### config.mk
export PLATFORM = sky130hd
export DESIGN_NAME = player_input_ctrl
export DESIGN_NICKNAME = d
export VERILOG_FILES = /design/src/rtl/player_input_ctrl.sv
export SDC_FILE = /design/constraint.sdc
export NUM_CORES = 1
export LEC_CHECK = 0
export ABC_AREA = 1
export CAP_MARGIN = 20
export CELL_PAD_IN_SITES_DETAIL_PLACEMENT = 1
export CELL_PAD_IN_SITES_GLOBAL_PLACEMENT = 2
export CORE_MARGIN = 2
export CORE_UTILIZATION = 30
export CTS_CLUSTER_SIZE = 20
export DETAILED_ROUTE_END_ITERATION = 7
export GPL_TIMING_DRIVEN = 0
export PLACE_DENSITY_LB_ADDON = 0.1
export SKIP_LAST_GASP = 1
export SLEW_MARGIN = 30
export SYNTH_ARGS = -nofsm -noshare
export SYNTH_HDL_FRONTEND = slang
export SYNTH_SLANG_ARGS = --single-unit
### constraint.sdc
create_clock -name clk -period 3.1 [get_ports clk]
set_input_delay 0.62 -clock clk [delete_from_list [all_inputs] [get_ports clk]]
set_output_delay 0.62 -clock clk [all_outputs]
set_load 0.02 [all_outputs]
### src/rtl/player_input_ctrl.sv
// player_input_ctrl: board push-button conditioner for the player sprite.
// Each button is synchronized and debounced. Opposing directions on the same
// axis cancel. The result is latched on the falling edge of move_clock, so the
// sprite logic, which samples on the rising edge, always sees stable levels.
// Optional build macro DIAG_LOCK_EN: allow at most one active direction.
// The axis that is already latched keeps priority; horizontal wins a fresh tie.
module player_input_ctrl #(
  parameter int DEBOUNCE_CNT = 500000,
  parameter int MOVE_DIV     = 250000
) (
  input  logic clk,
  input  logic rst_n,
  input  logic btn_left,
  input  logic btn_right,
  input  logic btn_up,
  input  logic btn_down,
  output logic left,
  output logic right,
  output logic up,
  output logic down,
  output logic move_clock,
  output logic move_tick
);

  localparam int CW = (DEBOUNCE_CNT > 1) ? $clog2(DEBOUNCE_CNT) : 1;
  localparam int DW = (MOVE_DIV > 1) ? $clog2(MOVE_DIV) : 1;
  localparam logic [CW-1:0] CNT_LAST = CW'(DEBOUNCE_CNT - 1);
  localparam logic [DW-1:0] DIV_LAST = DW'(MOVE_DIV - 1);

  // bit order everywhere: [3]=left [2]=right [1]=up [0]=down
  logic [3:0]         w_btn;
  logic [3:0]         r_sync1, r_sync2, r_deb;
  logic [3:0][CW-1:0] r_cnt;
  logic [DW-1:0]      r_div;
  logic               r_mclk, r_tick;
  logic               r_left, r_right, r_up, r_down;
  logic               w_div_last, w_latch;
  logic               w_h_l, w_h_r, w_v_u, w_v_d;
  logic [3:0]         w_nxt;

  assign w_btn = {btn_left, btn_right, btn_up, btn_down};

  // two-flop synchronizer for the asynchronous buttons
  always_ff @(posedge clk or negedge rst_n) begin
    if (!rst_n) begin
      r_sync1 <= '0;
      r_sync2 <= '0;
    end else begin
      r_sync1 <= w_btn;
      r_sync2 <= r_sync1;
    end
  end

  // per-button debounce: accept a change only after it holds DEBOUNCE_CNT cycles
  always_ff @(posedge clk or negedge rst_n) begin
    if (!rst_n) begin
      r_deb <= '0;
      r_cnt <= '0;
    end else begin
      for (int i = 0; i < 4; i++) begin
        if (r_sync2[i] == r_deb[i]) begin
          r_cnt[i] <= '0;
        end else if (r_cnt[i] == CNT_LAST) begin
          r_deb[i] <= r_sync2[i];
          r_cnt[i] <= '0;
        end else begin
          r_cnt[i] <= r_cnt[i] + 1'b1;
        end
      end
    end
  end

  assign w_div_last = (r_div == DIV_LAST);
  // Latch when move_clock is about to fall. The sprite's rising edge is then
  // half a period away.
  assign w_latch    = w_div_last & r_mclk;

  // move divider: toggle move_clock every MOVE_DIV cycles, tick on its rise
  always_ff @(posedge clk or negedge rst_n) begin
    if (!rst_n) begin
      r_div  <= '0;
      r_mclk <= 1'b0;
      r_tick <= 1'b0;
    end else begin
      r_div  <= w_div_last ? '0 : r_div + 1'b1;
      r_tick <= w_div_last & ~r_mclk;
      if (w_div_last) r_mclk <= ~r_mclk;
    end
  end

  // opposing buttons on one axis cancel to no request
  assign w_h_l = r_deb[3] & ~r_deb[2];
  assign w_h_r = r_deb[2] & ~r_deb[3];
  assign w_v_u = r_deb[1] & ~r_deb[0];
  assign w_v_d = r_deb[0] & ~r_deb[1];

  // next latched directions, with optional single-axis lock
  always_comb begin
    w_nxt = {w_h_l, w_h_r, w_v_u, w_v_d};
`ifdef DIAG_LOCK_EN
    if ((w_h_l | w_h_r) && (w_v_u | w_v_d)) begin
      // tie: a vertical axis that is already latched keeps priority
      if (r_up | r_down) w_nxt = {2'b00, w_v_u, w_v_d};
      else               w_nxt = {w_h_l, w_h_r, 2'b00};
    end
`endif
  end

  // direction output latch, loaded only on the move_clock 1->0 cycle
  always_ff @(posedge clk or negedge rst_n) begin
    if (!rst_n) begin
      r_left  <= 1'b0;
      r_right <= 1'b0;
      r_up    <= 1'b0;
      r_down  <= 1'b0;
    end else if (w_latch) begin
      r_left  <= w_nxt[3];
      r_right <= w_nxt[2];
      r_up    <= w_nxt[1];
      r_down  <= w_nxt[0];
    end
  end

  assign left       = r_left;
  assign right      = r_right;
  assign up         = r_up;
  assign down       = r_down;
  assign move_clock = r_mclk;
  assign move_tick  = r_tick;

endmodule
# Word-level counts from Yosys, hierarchy flattened
# Index checks and enable logic that the tools add are counted.
# totals
word_cells	59
reg_bits	112
# classes
mux	9
n_reduce_logical	4
n_eq_ne	9
bitwise_logic	15
addsub	5
# ops
cell	count
19-bit 2-to-1 mux	8
19-bit by 1-bit adder with 19-bit output (second input constant)	4
19-bit == test (second input constant)	4
18-bit by 1-bit adder with 18-bit output (second input constant)	1
18-bit == test (second input constant)	1
18-bit 2-to-1 mux	1
1-bit inverter	9
2-bit AND reduction	4
1-bit AND	6
1-bit == test	4

# Longest topological paths before layout
# Gate-level depths: netlist of run 1.
# depth
word_depth	3
depth_mapped	9
depth_no_buf	9

# Least setup slack after synthesis of run 1
# No wires, ideal clock.
# synth_path
kind	register -> register
start	register r_div[0]
end	register r_mclk, in the netlist move_clock
synth_period_minus_slack_ns	1.370
stages_incl_launch_ff	8
slack_ns	1.730
required_time_ns	2.969
arrival_time_ns	1.239
path_cell_list	dfrtp_1 > ha_1 > nand2_2 > nor2_4 > nand3_2 > nor2_4 > nand2_4 > xnor2_2
# synth_between
elab_chain_cells	1
# synth_rtl
item	line	source
start: declaration	34	logic [DW-1:0] r_div;
start signal: assignment	85	r_div <= w_div_last ? '0 : r_div + 1'b1;
18-bit == test	73	assign w_div_last = (r_div == DIV_LAST);
end signal: assignment	87	if (w_div_last) r_mclk <= ~r_mclk;
end: declaration	35	logic r_mclk, r_tick;
# No other way between the ends.
# A chain may end at the register's enable or synchronous reset.

# Final worst setup path of run 1
# layout_path
start	register r_right, in the netlist right
end	output port right
# layout_rtl
item	line	source
start: declaration	36	logic r_left, r_right, r_up, r_down;
start signal: assignment	118	r_right <= w_nxt[2];
end: declaration	18	output logic right,
# No word-level cell between the ends.

==> results.txt, run 1 <==
- Final worst path period share: ~63%
* TritonCTS clock tree: built
- Clock skew: 0.00782 ns
- Worst-path cell chain: clkdlybuf4s50_1
- Row generation in the floorplan step produced 52 rows.
- Total routed wirelength: ~16 mm
- Initial antenna violation count: 0
* Wire length of the first global-routing pass: 27.1 mm
- The worst setup path is of the reg -> out kind.
* Dpl cell area: between 6000 and 7000 um^2
* Total internal power: about 0.0020 W
- For this design the ratio of total power to cell area is 390 nW/um^2.
* Detail-routed via count per cell: roughly 4.6
- The floorplan step defined a die boundary enclosing between 20,000 and 25,000 um^2.
- Headroom to the max-slew limit: roughly three fifths
- Combined buffer and inverter count along the critical path: 1
* Effective utilization at floorplan: a little under a third
* Total I/O pin count: 12
- Synthesized area divided by synthesized cell count: 7.52 um^2
- Final setup violation count: 0
- For this run, the post-layout net count is between 800 and 900.
* Synthesized instance count: about 810
- Required time of the worst setup path: 2.48 ns
* Maximum VDD drop: approximately 260 uV
- The worst setup path is captured at a primary output.
- Switching component of the power: 0.000626 W
- After synthesis, the share of flip-flops with an asynchronous set or reset is 100%.
* Maximum number of pins on one net before global-route repair: 77
- In this run, post-CTS repair resized a total of 0 instances.
- Height of the die: 147 um
* Worst setup slack before clock tree synthesis: between 1 and 1.5 ns
- The synthesized design spends more area on one cell type than any other, namely sky130_fd_sc_hd__dfrtp_1.
- The number of different library cells used by synthesis comes to 33.
* Delay of the slowest cell on the worst path: 0.64 ns
* Post-CTS setup repair buffer count: 0
- For this block, the initial DRC count from the detailed router was around 160.
* Share of power burned in combinational logic: around 3.6%
- Type of origin of the critical path: flop
- Min Clock Period, post-route: between 1.5 and 2 ns
- Static timing analysis puts the maximum clock frequency at 509 MHz.
- Count of flip-flops with a built-in enable after synthesis: 0
- Count of yosys warnings during synthesis: 0
- Cell types occupying the most area after synthesis: sky130_fd_sc_hd__dfrtp_1 46%, sky130_fd_sc_hd__nor2_1 12%, sky130_fd_sc_hd__nand2_1 12%
- The worst register-to-register path has a setup slack of 1.38 ns.
- The clock passes through at most 2 buffers.
- Summing all non-filler instances in the final layout gives an area of about 7000 um^2.
* RR Startpoint: r_cnt[0]$_DFF_PN0_
* Slowest cell on the critical path: sky130_fd_sc_hd__clkdlybuf4s50_1
- Outcome: complete, no violations
- Global Route Usage Sum: 15.6%
- Clock-pin slew was measured on the worst setup and hold paths at around 0.070 ns.
- Setup repair after global routing missed its margin: no
* Length in cells of the worst reg-to-reg path: 8
- Antenna Nets Post-Route: 0
- Die width: 147 um
- Sequential share of power: 55.9%
* Synthesized cell area: 6100 um^2
* Maximum fanout count along the critical path: 2
- Most instantiated flip-flop cell in the synthesis netlist: sky130_fd_sc_hd__dfrtp_1
- Of the synthesized area, sequential elements account for a little under half.
- In this run the critical register-to-register path is captured at r_cnt[18]$_DFF_PN0_.
- In this run the static leakage power is 2.88 nW.
- Hold repair after CTS inserted 0 buffers.
- Across the run, the number of max-cap violations was 0.
- The number of max-slew violations in the final report came to 0.
- The detailed router placed approximately 5,000 vias in this run.
- Of the post-synthesis cell area, the dominant cell type holds roughly 46%.
- In the final routed layout, each cell accounts on average for ~14 um.
* Remaining global-route overflow: 0
- Worst path setup slack after routing: roughly 1.1 ns
* Hold WC Path Type: in -> async
* Vias in the first global route: roughly 5,500
- Final number of hold-violating endpoints: 0
* Number of register bits inferred by synthesis: roughly 110
- Design Power: between 0.002 and 0.003 W
- Half-perimeter wire length of the detailed placement result: 11.8 mm
- Clk pwr share: between 40% and 50%
- DRC violations left: 0
- Global placer's final weighted congestion: about 0.76
* Sinks on Clock Net: 112
* Core box area: between 20,000 and 25,000 um^2
- Share of cells above drive strength 1: approximately 8.4%
* Total inserted antenna cells: 0
- Clock network latency to the later pin of the worst-skew pair: between 0.3 and 0.4 ns
* Clock tree root driver cell: sky130_fd_sc_hd__clkbuf_16
- The count of buffers added on input and output ports is 11.
* Data arrival time of the critical path: 1.34 ns
- Top cell family by delay on the critical path: buffers and inverters
- Slew at the pin closest to its max-slew limit: between 0.5 and 0.6 ns
* Mapped Nets: between 800 and 900
* Detailed-router iteration count before antenna repair: 4
- From synthesis to final layout, the design area changed by 12.1%.
- Of the total power, the share spent switching nets is a little under a quarter.
* Level count of the clock H-tree: 3
- Counting the fill cells in the layout gives 2,473.
* Num CTS Buffers: 9
-- metal layers --
layer	vias to the layer above	wire [um]	part of all wire, %	global-route usage [%]
li1	2562	-	-	-
met1	2475	7880	51	21.4
met2	27	7240	46	26.0
met3	11	314	2.0	2.56
met4	0	155	0.99	3.50
met5	-	0	0	0
-- cells in the final DEF (no fill, tap or decap), drive strengths merged --
cell,n
clkbuf,9
nand3b,1
clkdlybuf4s50,10
nor3,15
xor2,35
a31oi,2
clkinvlp,2
nand2,191
o21bai,5
ha,5
nor3b,7
xnor2,9
dfrtp,112
inv,103
a211oi,2
buf,4
o22ai,1
o21ai,14
nor2,220
nand3,61
a21oi,12
nand4,15
clkinv,2
-- worst max-delay path by stage --
stage,startpoint,cells after the start,slack (ns),endpoint
2_1_floorplan,r_div[0]$_DFF_PN0_,7,1.73,move_clock$_DFFE_PN0N_
3_3_place_gp,rst_n,1,-3.35,r_div[14]$_DFF_PN0_
3_5_place_dp,r_cnt[19]$_DFF_PN0_,8,1.38,r_cnt[36]$_DFF_PN0_
4_1_cts,right$_DFFE_PN0P_,1,1.11,right
5_1_grt,right$_DFFE_PN0P_,1,1.09,right
6_report,right$_DFFE_PN0P_,1,1.14,right
-- sequential cells by signal, indices dropped and copies added, names as in the netlist --
register / cells
down: 1
r_sync2: 4
move_tick: 1
up: 1
move_clock: 1
r_deb: 4
left: 1
r_sync1: 4
r_div: 18
r_cnt: 76
right: 1
-- power groups by stage --
| stage | clock, W | sequential (W) | combinational [W] |
|---|---|---|---|
| 6_report | 0.00108 | 0.00149 | 0.0000965 |
| 3_5_place_dp | 0 | 0.00152 | 0.000101 |
| 4_1_cts | 0.00115 | 0.00149 | 0.000103 |
| 5_1_grt | 0.00120 | 0.00149 | 0.000113 |
| 2_1_floorplan | 0 | 0.00152 | 0.0000402 |
| 3_3_place_gp | 0 | 0.00152 | 0.0000937 |
-- through the flow --
stage | cells | hold WS, ns | setup TNS (ns) | utilization (%)
2_1_floorplan | 811 | 0.324 | 0 | -
3_3_place_gp | 1092 | 0.338 | -374.40 | 32.6
3_5_place_dp | 1093 | 0.336 | 0 | 32.7
4_1_cts | 1107 | 0.135 | 0 | 34.0
5_1_grt | 1107 | 0.149 | 0 | 34.0
6_report | 1107 | 0.141 | 0 | 34.0
-- kinds of logic (layout without fill, tap and decap cells) --
group | count (synthesis) | after routing | synth area share (%)
AOI/OAI and AO/OA | 36 | 36 | 3.43
xor gates and xnor gates | 44 | 44 | 6.81
adders and majority gates | 5 | 5 | 1.03
buffers and inverters | 104 | 130 | 6.42
DFF | 112 | 112 | 46.0
and+or+nand+nor | 510 | 510 | 36.3
-- cells in the mapped netlist, types with 2 or more instances --
cell and n:
sky130_fd_sc_hd__nand4_1 15, sky130_fd_sc_hd__xnor2_2 3, sky130_fd_sc_hd__dfrtp_1 112, sky130_fd_sc_hd__nor2_4 5, sky130_fd_sc_hd__nor2_2 19, sky130_fd_sc_hd__o21bai_1 4, sky130_fd_sc_hd__o21ai_1 6, sky130_fd_sc_hd__a211oi_1 2
sky130_fd_sc_hd__inv_2 13, sky130_fd_sc_hd__nor2_1 196, sky130_fd_sc_hd__inv_1 89, sky130_fd_sc_hd__a31oi_1 2, sky130_fd_sc_hd__o21ai_0 7, sky130_fd_sc_hd__nor3_1 12, sky130_fd_sc_hd__nor3_2 2, sky130_fd_sc_hd__nand2_1 188
sky130_fd_sc_hd__xor2_1 34, sky130_fd_sc_hd__ha_1 5, sky130_fd_sc_hd__nor3b_1 7, sky130_fd_sc_hd__nand2_2 2, sky130_fd_sc_hd__a21oi_1 12, sky130_fd_sc_hd__nand3_2 4, sky130_fd_sc_hd__xnor2_1 6, sky130_fd_sc_hd__nand3_1 57
-- cell type report --
class | instances | area, um^2 | share of cell area [%]
multi-input cells | 595 | 2900 | 42.5
flip-flops and latches | 112 | 2800 | 41.0
inverters | 102 | 383 | 5.60
well taps | 270 | 338 | 4.94
clock buffers | 9 | 225 | 3.29
repair buffers | 12 | 143 | 2.09
clock inverters | 5 | 33.8 | 0.494
plain buffers | 2 | 8.76 | 0.128
Note: power is estimated with default switching activity, not from simulation.
==> inputs of run 2 (changes only) <==
==> constraint.sdc (replaced) <==
create_clock -name clk -period 1.75 [get_ports clk]
set_input_delay 0.35 -clock clk [delete_from_list [all_inputs] [get_ports clk]]
set_output_delay 0.35 -clock clk [all_outputs]
set_load 0.02 [all_outputs]
==> results.txt, run 2 (synthesized netlist as in run 1, its figures left out) <==
* Outcome: complete, no violations
- Sequential share of power: a little under three fifths
* Clock tree root driver cell: sky130_fd_sc_hd__clkbuf_16
* Total I/O pin count: 12
- The share of total power dissipated in combinational logic is between 3 and 4%.
- Die width: around 150 um
- Standard-cell row count: 52
- Number of filler instances in the final layout: around 2,500
- Final setup violation count: 0
* Most common library cell in the layout ignoring fill and taps: sky130_fd_sc_hd__nor2_1
* Power per standard cell area: ~700 nW/um^2
- The share of total power dissipated in the clock network is between 40% and 50%.
* Level count of the clock H-tree: 3
* Half-perimeter wire length of the detailed placement result: between 10 and 15 mm
- Share of cells above drive strength 1: 9.17%
* Count of pins over their slew limit: 0
- Wire length of the first global-routing pass: 27.2 mm
- Across all register-to-register paths, the minimum setup slack is approximately 0.11 ns.
- Max-capacitance violation count: 0
* Final worst path period share: between 90% and 100%
- The routed layout has 5,107 vias.
- Kind of capture point of the worst setup path: primary output
* Hold WC Path Type: reg -> reg
- Die outline area: between 20,000 and 25,000 um^2
- Endpoint of the worst register-to-register path: r_cnt[8]$_DFF_PN0_
- Data arrives at the worst endpoint at ~1.3 ns.
- The worst setup path is launched from a flop.
* Top library cells by usage in the layout, fill and taps aside: 195 x sky130_fd_sc_hd__nor2_1, 188 x sky130_fd_sc_hd__nand2_1, 112 x sky130_fd_sc_hd__dfrtp_1
* Headroom to the max-slew limit: roughly 60%
- Entering global routing, the biggest net connects 77 pins.
- Remaining global-route overflow: 0
- Sinks on Clock Net: 112
- Worst-path cell chain: clkdlybuf4s50_1
- Summing all placed instances gives a cell area of roughly 6600 um^2.
- Setup repair after global routing missed its margin: yes
* Highest achievable clock rate: roughly 590 MHz
- Height of the die: ~150 um
- Compared with the post-synthesis result, the final layout area differs by 13.0%.
- After detailed routing, the number of vias per cell comes to roughly 4.6.
- Global routing consumed, over all layers together, between 15 and 20% of the routing resources.
- Total internal power: 0.00362 W
- Between clock sinks in the finished design, the worst skew comes to about 0.0078 ns.
- Core box area: a little over 20,000 um^2
- Delay of the slowest cell on the worst path: roughly 0.64 ns
- Iter 0 DRT Violations: between 150 and 200
- Smallest hold slack: 0.353 ns
- The number of clock buffers added by TritonCTS is 9.
- TNS Setup: 0 ns
- For this configuration, the core starts out at a cell density of between 30% and 40%.
* Total inserted antenna cells: 0
- Routability-driven placement finished with a final weighted congestion of 0.762.
* Number of nets in the finished design: between 800 and 900
- r_cnt holds more flip-flops than any other register.
- In this run the most critical hold path is launched from r_sync1[2]$_DFF_PN0_.
- Final number of hold-violating endpoints: 0
* Length in cells of the worst reg-to-reg path: 5
- Switching fraction of total power: 23.5%
* Post-Layout Inst Area: roughly 7000 um^2
- RR Startpoint: r_deb[0]$_DFFE_PN0P_
* Antenna Nets Post-Route: 0
- Maximum VDD drop: ~460 uV
* Slew at the pin closest to its max-slew limit: just under 0.6 ns
- Switching component of the power: between 0.001 and 0.0015 W
- During placement, the flow inserted port buffers numbering 11.
- Total routed wirelength: between 15 and 20 mm
- For hold timing, the worst endpoint is r_sync2[2]$_DFF_PN0_.
* DRC violations left: 0
- Crit Path Category: reg -> out
- For this design, the slowest cell found on the critical path is sky130_fd_sc_hd__clkdlybuf4s50_1.
- Vias in the first global route: 5,467
- Required time of the worst setup path: roughly 1.4 ns
* Maximum fanout count along the critical path: 2
* Hold Path Cell Cnt: 0
* Initial antenna violation count: 0
- Detail-routed net length per standard cell: about 14 um
- TritonCTS built the clock tree.
* Detailed-router iteration count before antenna repair: 4
- The number of buffers and inverters on the critical path is 1.
- Min Clock Period, post-route: 1.69 ns
* Registers with the most flip-flops: r_cnt (76), r_div (18)
- The later pin in the worst-skew pair is clocked with a latency of approximately 0.35 ns.
* Leakage power figure: slightly below 3 nW
* Reg clk slew, reported paths: around 0.070 ns
- Maximum clock insertion buffer count: 2
- Max FFs per register: 76
- Top cell family by delay on the critical path: buffers and inverters
-- run 2: area by class of cell --
class	instances	area (um^2)	share of cell area [%]
Inverter	102	383	5.56
Clock inverter	5	33.8	0.490
Clock buffer	9	225	3.27
Sequential cell	112	2800	40.7
Multi-Input combinational cell	595	2930	42.5
Buffer	2	8.76	0.127
Timing Repair Buffer	15	168	2.43
Tap cell	270	338	4.90
-- run 2: metrics by stage --
stage          worst slack (ns)  total power [W]  util (%)  cells
6_report                 0.0551          0.00474      34.3   1110
5_1_grt                 -0.0237          0.00498      34.3   1110
4_1_cts                  0.0116          0.00487      34.1   1108
3_5_place_dp             0.0262          0.00287      32.7   1093
3_3_place_gp              -4.43          0.00286      32.6   1092
2_1_floorplan             0.380          0.00276         -    811
-- run 2: power groups by stage --
stage	clock, W	sequential [W]	combinational (W)
after floorplan	0	0.00269	0.0000713
after global placement	0	0.00269	0.000166
after detailed placement	0	0.00269	0.000180
after CTS	0.00204	0.00264	0.000184
after global routing	0.00213	0.00265	0.000208
final	0.00192	0.00264	0.000178
-- run 2: layer usage --
metal | global-route usage (%) | up-vias | wire length, um
met5 | 0 | - | 0
met4 | 3.50 | 0 | 155
met3 | 2.53 | 11 | 314
met2 | 26.1 | 27 | 7290
met1 | 21.5 | 2504 | 7910
li1 | - | 2565 | -
-- run 2: timing repair --
action | 4_1_cts | 5_1_grt
endpoints found under the hold margin | 36 | 0
resized for setup | 0 | 7
buffers inserted | 0 | 2
hold buffers | 1 | 0
setup endpoints to repair | 0 | 23
-- run 2: worst max-delay path by stage --
stage	from	end	slack [ns]	depth (start not counted)
3_5_place_dp	r_cnt[19]$_DFF_PN0_	r_cnt[36]$_DFF_PN0_	0.03	8
5_1_grt	r_deb[0]$_DFFE_PN0P_	r_cnt[8]$_DFF_PN0_	-0.02	5
2_1_floorplan	r_div[0]$_DFF_PN0_	move_clock$_DFFE_PN0N_	0.38	7
4_1_cts	r_cnt[19]$_DFF_PN0_	r_cnt[32]$_DFF_PN0_	0.01	8
6_report	right$_DFFE_PN0P_	right	0.06	1
3_3_place_gp	rst_n	r_div[14]$_DFF_PN0_	-4.43	1
==> inputs of run 3 (changes only) <==
--- a/config.mk
+++ b/config.mk
@@ -11,6 +11,7 @@
 export CELL_PAD_IN_SITES_GLOBAL_PLACEMENT = 2
 export CORE_MARGIN = 2
 export CORE_UTILIZATION = 30
+export CTS_BUF_LIST = sky130_fd_sc_hd__clkbuf_4
 export CTS_CLUSTER_SIZE = 20
 export DETAILED_ROUTE_END_ITERATION = 7
 export GPL_TIMING_DRIVEN = 0
==> constraint.sdc (replaced) <==
create_clock -name clk -period 1.9 [get_ports clk]
set_input_delay 0.38 -clock clk [delete_from_list [all_inputs] [get_ports clk]]
set_output_delay 0.38 -clock clk [all_outputs]
set_load 0.02 [all_outputs]
==> results.txt, run 3 (synthesized netlist as in run 1, its figures left out) <==
- The worst hold path belongs to the class in -> reg.
- In the final design database the tool counted between 800 and 900 nets.
* RR Startpoint: r_cnt[38]$_DFF_PN0_
* Clock network latency to the later pin of the worst-skew pair: between 0.4 and 0.5 ns
* TritonCTS clock tree: built
- The routed design could run at a clock period as short as about 1.7 ns.
- Post-synthesis to final-layout area growth: 9.81%
* Kind of capture point of the worst setup path: flop
- Flop-to-flop setup slack: about 0.19 ns
- The finished cells cover ~6700 um^2.
- Type of origin of the critical path: flop
* Worst path setup slack after routing: ~0.19 ns
- Data arrival time of the critical path: 2.08 ns
- Once the floorplan was initialized, standard cells occupied about 30% of the core.
* Die outline area: about 21,000 um^2
- The flow ran to the end, and the final reports show no timing, DRC or antenna violations.
* Worst setup path start: r_cnt[38]$_DFF_PN0_
* Standard-cell row count: between 50 and 60
- 12 I/O pins were placed.
- The final layout contains routed wiring with a total length of 15.5 mm.
- Headroom to the max-slew limit: approximately three fifths
* Detailed-router iteration count before antenna repair: 4
- The number of antenna violations at the first check in global routing was 1.
* Worst-path cell chain: ha_1 > nand2_1 > nor2_1 > nand3_1 > o21bai_2 > nor2_1
- For this run, the top clock speed supported by timing is about 600 MHz.
- TNS Setup: 0 ns
- Worst setup slack before clock tree synthesis: approximately 0.18 ns
- Maximum clock insertion buffer count: 2
- Height of the die: around 150 um
- The layout has roughly 2,500 filler cells.
- Num CTS Buffers: 9
- For this design the ratio of total power to cell area is about 550 nW/um^2.
- In this run the worst path has a maximum fanout of 6.
* Endpoint of the worst register-to-register path: r_cnt[43]$_DFF_PN0_
- The tool flagged a number of max-cap violations equal to 0.
- Crit Path Category: reg -> reg
- Summed over all nets, the half-perimeter wirelength after detailed placement is between 10 and 15 mm.
* Slowest cell on the critical path: sky130_fd_sc_hd__dfrtp_1
- Measured in cells, the most critical reg-to-reg path has a length of 6.
- Final number of hold-violating endpoints: 0
- Reg clk slew, reported paths: around 0.17 ns
* Clock tree root driver cell: sky130_fd_sc_hd__clkbuf_4
- Required time of the worst setup path: 2.27 ns
- Global routing used 15.7% of the available tracks across all layers.
- Following the worst setup path forward leads to its endpoint at r_cnt[43]$_DFF_PN0_.
* Sequential Area: approximately 2800 um^2
* Final worst path period share: 89.9%
- The library cells used most frequently in the layout, excluding fill and tap cells, are 196 x sky130_fd_sc_hd__nor2_1, 188 x sky130_fd_sc_hd__nand2_1, 112 x sky130_fd_sc_hd__dfrtp_1.
- For this block, the initial DRC count from the detailed router was roughly 180.
- Maximum VDD drop: around 270 uV
* Antenna Nets Post-Route: 0
- After detailed placement, the total cell area comes to about 6600 um^2.
- Post-CTS setup repair buffer count: 0
- # placed instances: between 1,000 and 1,500
- The first global-routing pass estimated between 20 and 30 mm of wire.
- Detail-routed via count per cell: 4.60
- Global placer's final weighted congestion: 0.762
* DRC violations left: 0
- Die width: about 150 um
- CTS saw approximately 110 sinks.
- The library cell used most frequently in the layout, excluding fill and tap cells, is sky130_fd_sc_hd__nor2_1.
* Leakage power figure: between 2 and 3 nW
- Between clock sinks in the finished design, the worst skew comes to between 0.01 and 0.015 ns.
* Core box area: about 20,000 um^2
* Most frequent CP cell: sky130_fd_sc_hd__nor2_1
- The total overflow left after global routing is 0.
- Final cell count without fillers: roughly 1,100
- For this run, the slowest stage of the critical path takes ~0.40 ns.
* Share of cells above drive strength 1: 8.47%
- Buffers placed on the I/O ports in this run total 11.
- Total number of vias: about 5,100
* Max FFs per register: 76
- Count of pins over their slew limit: 0
- Biggest register: r_cnt
* Setup repair after global routing missed its margin: no
* Area occupied by multi-input gates: 2910 um^2
* Vias in the first global route: 5,474
* Detail-routed net length per standard cell: 14.0 um
- Registers with the most flip-flops: r_cnt (76), r_div (18)
* Level count of the clock H-tree: 3
- For the pin with the worst max-slew slack, the measured transition is around 0.60 ns.
- Final setup violation count: 0
* Maximum number of pins on one net before global-route repair: 77
-- run 3: changes by cell type in the layout (fill, tap and decap cells not counted), sizes merged --
| cell | before | now |
|---|---|---|
| dlygate4sd2 | 0 | 4 |
| diode | 0 | 1 |
| dlymetal6s2s | 0 | 2 |
| clkdlybuf4s50 | 10 | 4 |
| buf | 6 | 4 |
-- run 3: timing repair --
| item | 4_1_cts | 5_1_grt |
|---|---|---|
| hold endpoints to repair | 36 | 0 |
| gates cloned | 0 | 0 |
| resized for setup | 4 | 3 |
| hold buffers | 1 | 0 |
| setup endpoints to repair | 4 | 3 |
-- run 3: per-stage QoR --
| stage | power, W | hold slack (ns) | utilization (%) |
|---|---|---|---|
| floorplan | 0.00254 | 0.0844 | - |
| global placement | 0.00263 | 0.338 | 32.6 |
| detailed placement | 0.00265 | 0.280 | 32.7 |
| CTS | 0.00379 | 0.249 | 33.2 |
| global route | 0.00389 | 0.239 | 33.3 |
| finish | 0.00366 | 0.310 | 33.3 |
-- run 3: critical path: cells and delay by family, from the launching register on --
kind | cells | cell delay, ns
adder cells (fa/ha/maj) | 1 | 0.27
AO/OA/AOI/OAI | 1 | 0.38
AND/OR/NAND/NOR | 4 | 0.56
flip-flops | 1 | 0.40
-- run 3: cell type report --
class                           count  share of cell area [%]
Antenna cell                        1                  0.0374
Buffer                              2                   0.131
Clock buffer                        9                    1.01
Clock inverter                      5                   0.505
Inverter                          102                    5.72
Multi-Input combinational cell    595                    43.4
Sequential cell                   112                    41.9
Tap cell                          270                    5.05
Timing Repair Buffer               13                    2.28
-- run 3: metal layers --
metal | wire length [um] | global-route usage (%)
met3 | 397 | 3.00
met4 | 128 | 3.06
met1 | 7830 | 21.4
met5 | 0 | 0
met2 | 7180 | 26.1
-- run 3: how the worst min path moves through the flow --
stage / from / endpoint / slack, ns / depth (start not counted)
after CTS: btn_left / r_sync1[3]$_DFF_PN0_ / 0.25 / 1
after global placement: r_sync1[2]$_DFF_PN0_ / r_sync2[2]$_DFF_PN0_ / 0.34 / 0
after detailed placement: rst_n / r_cnt[14]$_DFF_PN0_ / 0.28 / 1
after floorplan: rst_n / down$_DFFE_PN0P_ / 0.08 / 0
final: btn_up / r_sync1[1]$_DFF_PN0_ / 0.31 / 1
after global routing: btn_left / r_sync1[3]$_DFF_PN0_ / 0.24 / 1
-- run 3: power by group --
part           internal (W)  switching, W  total [W]
Sequential          0.00241     0.0000225    0.00244
Clock              0.000256      0.000813    0.00107
Combinational     0.0000464      0.000113   0.000160
Total               0.00272      0.000949    0.00366
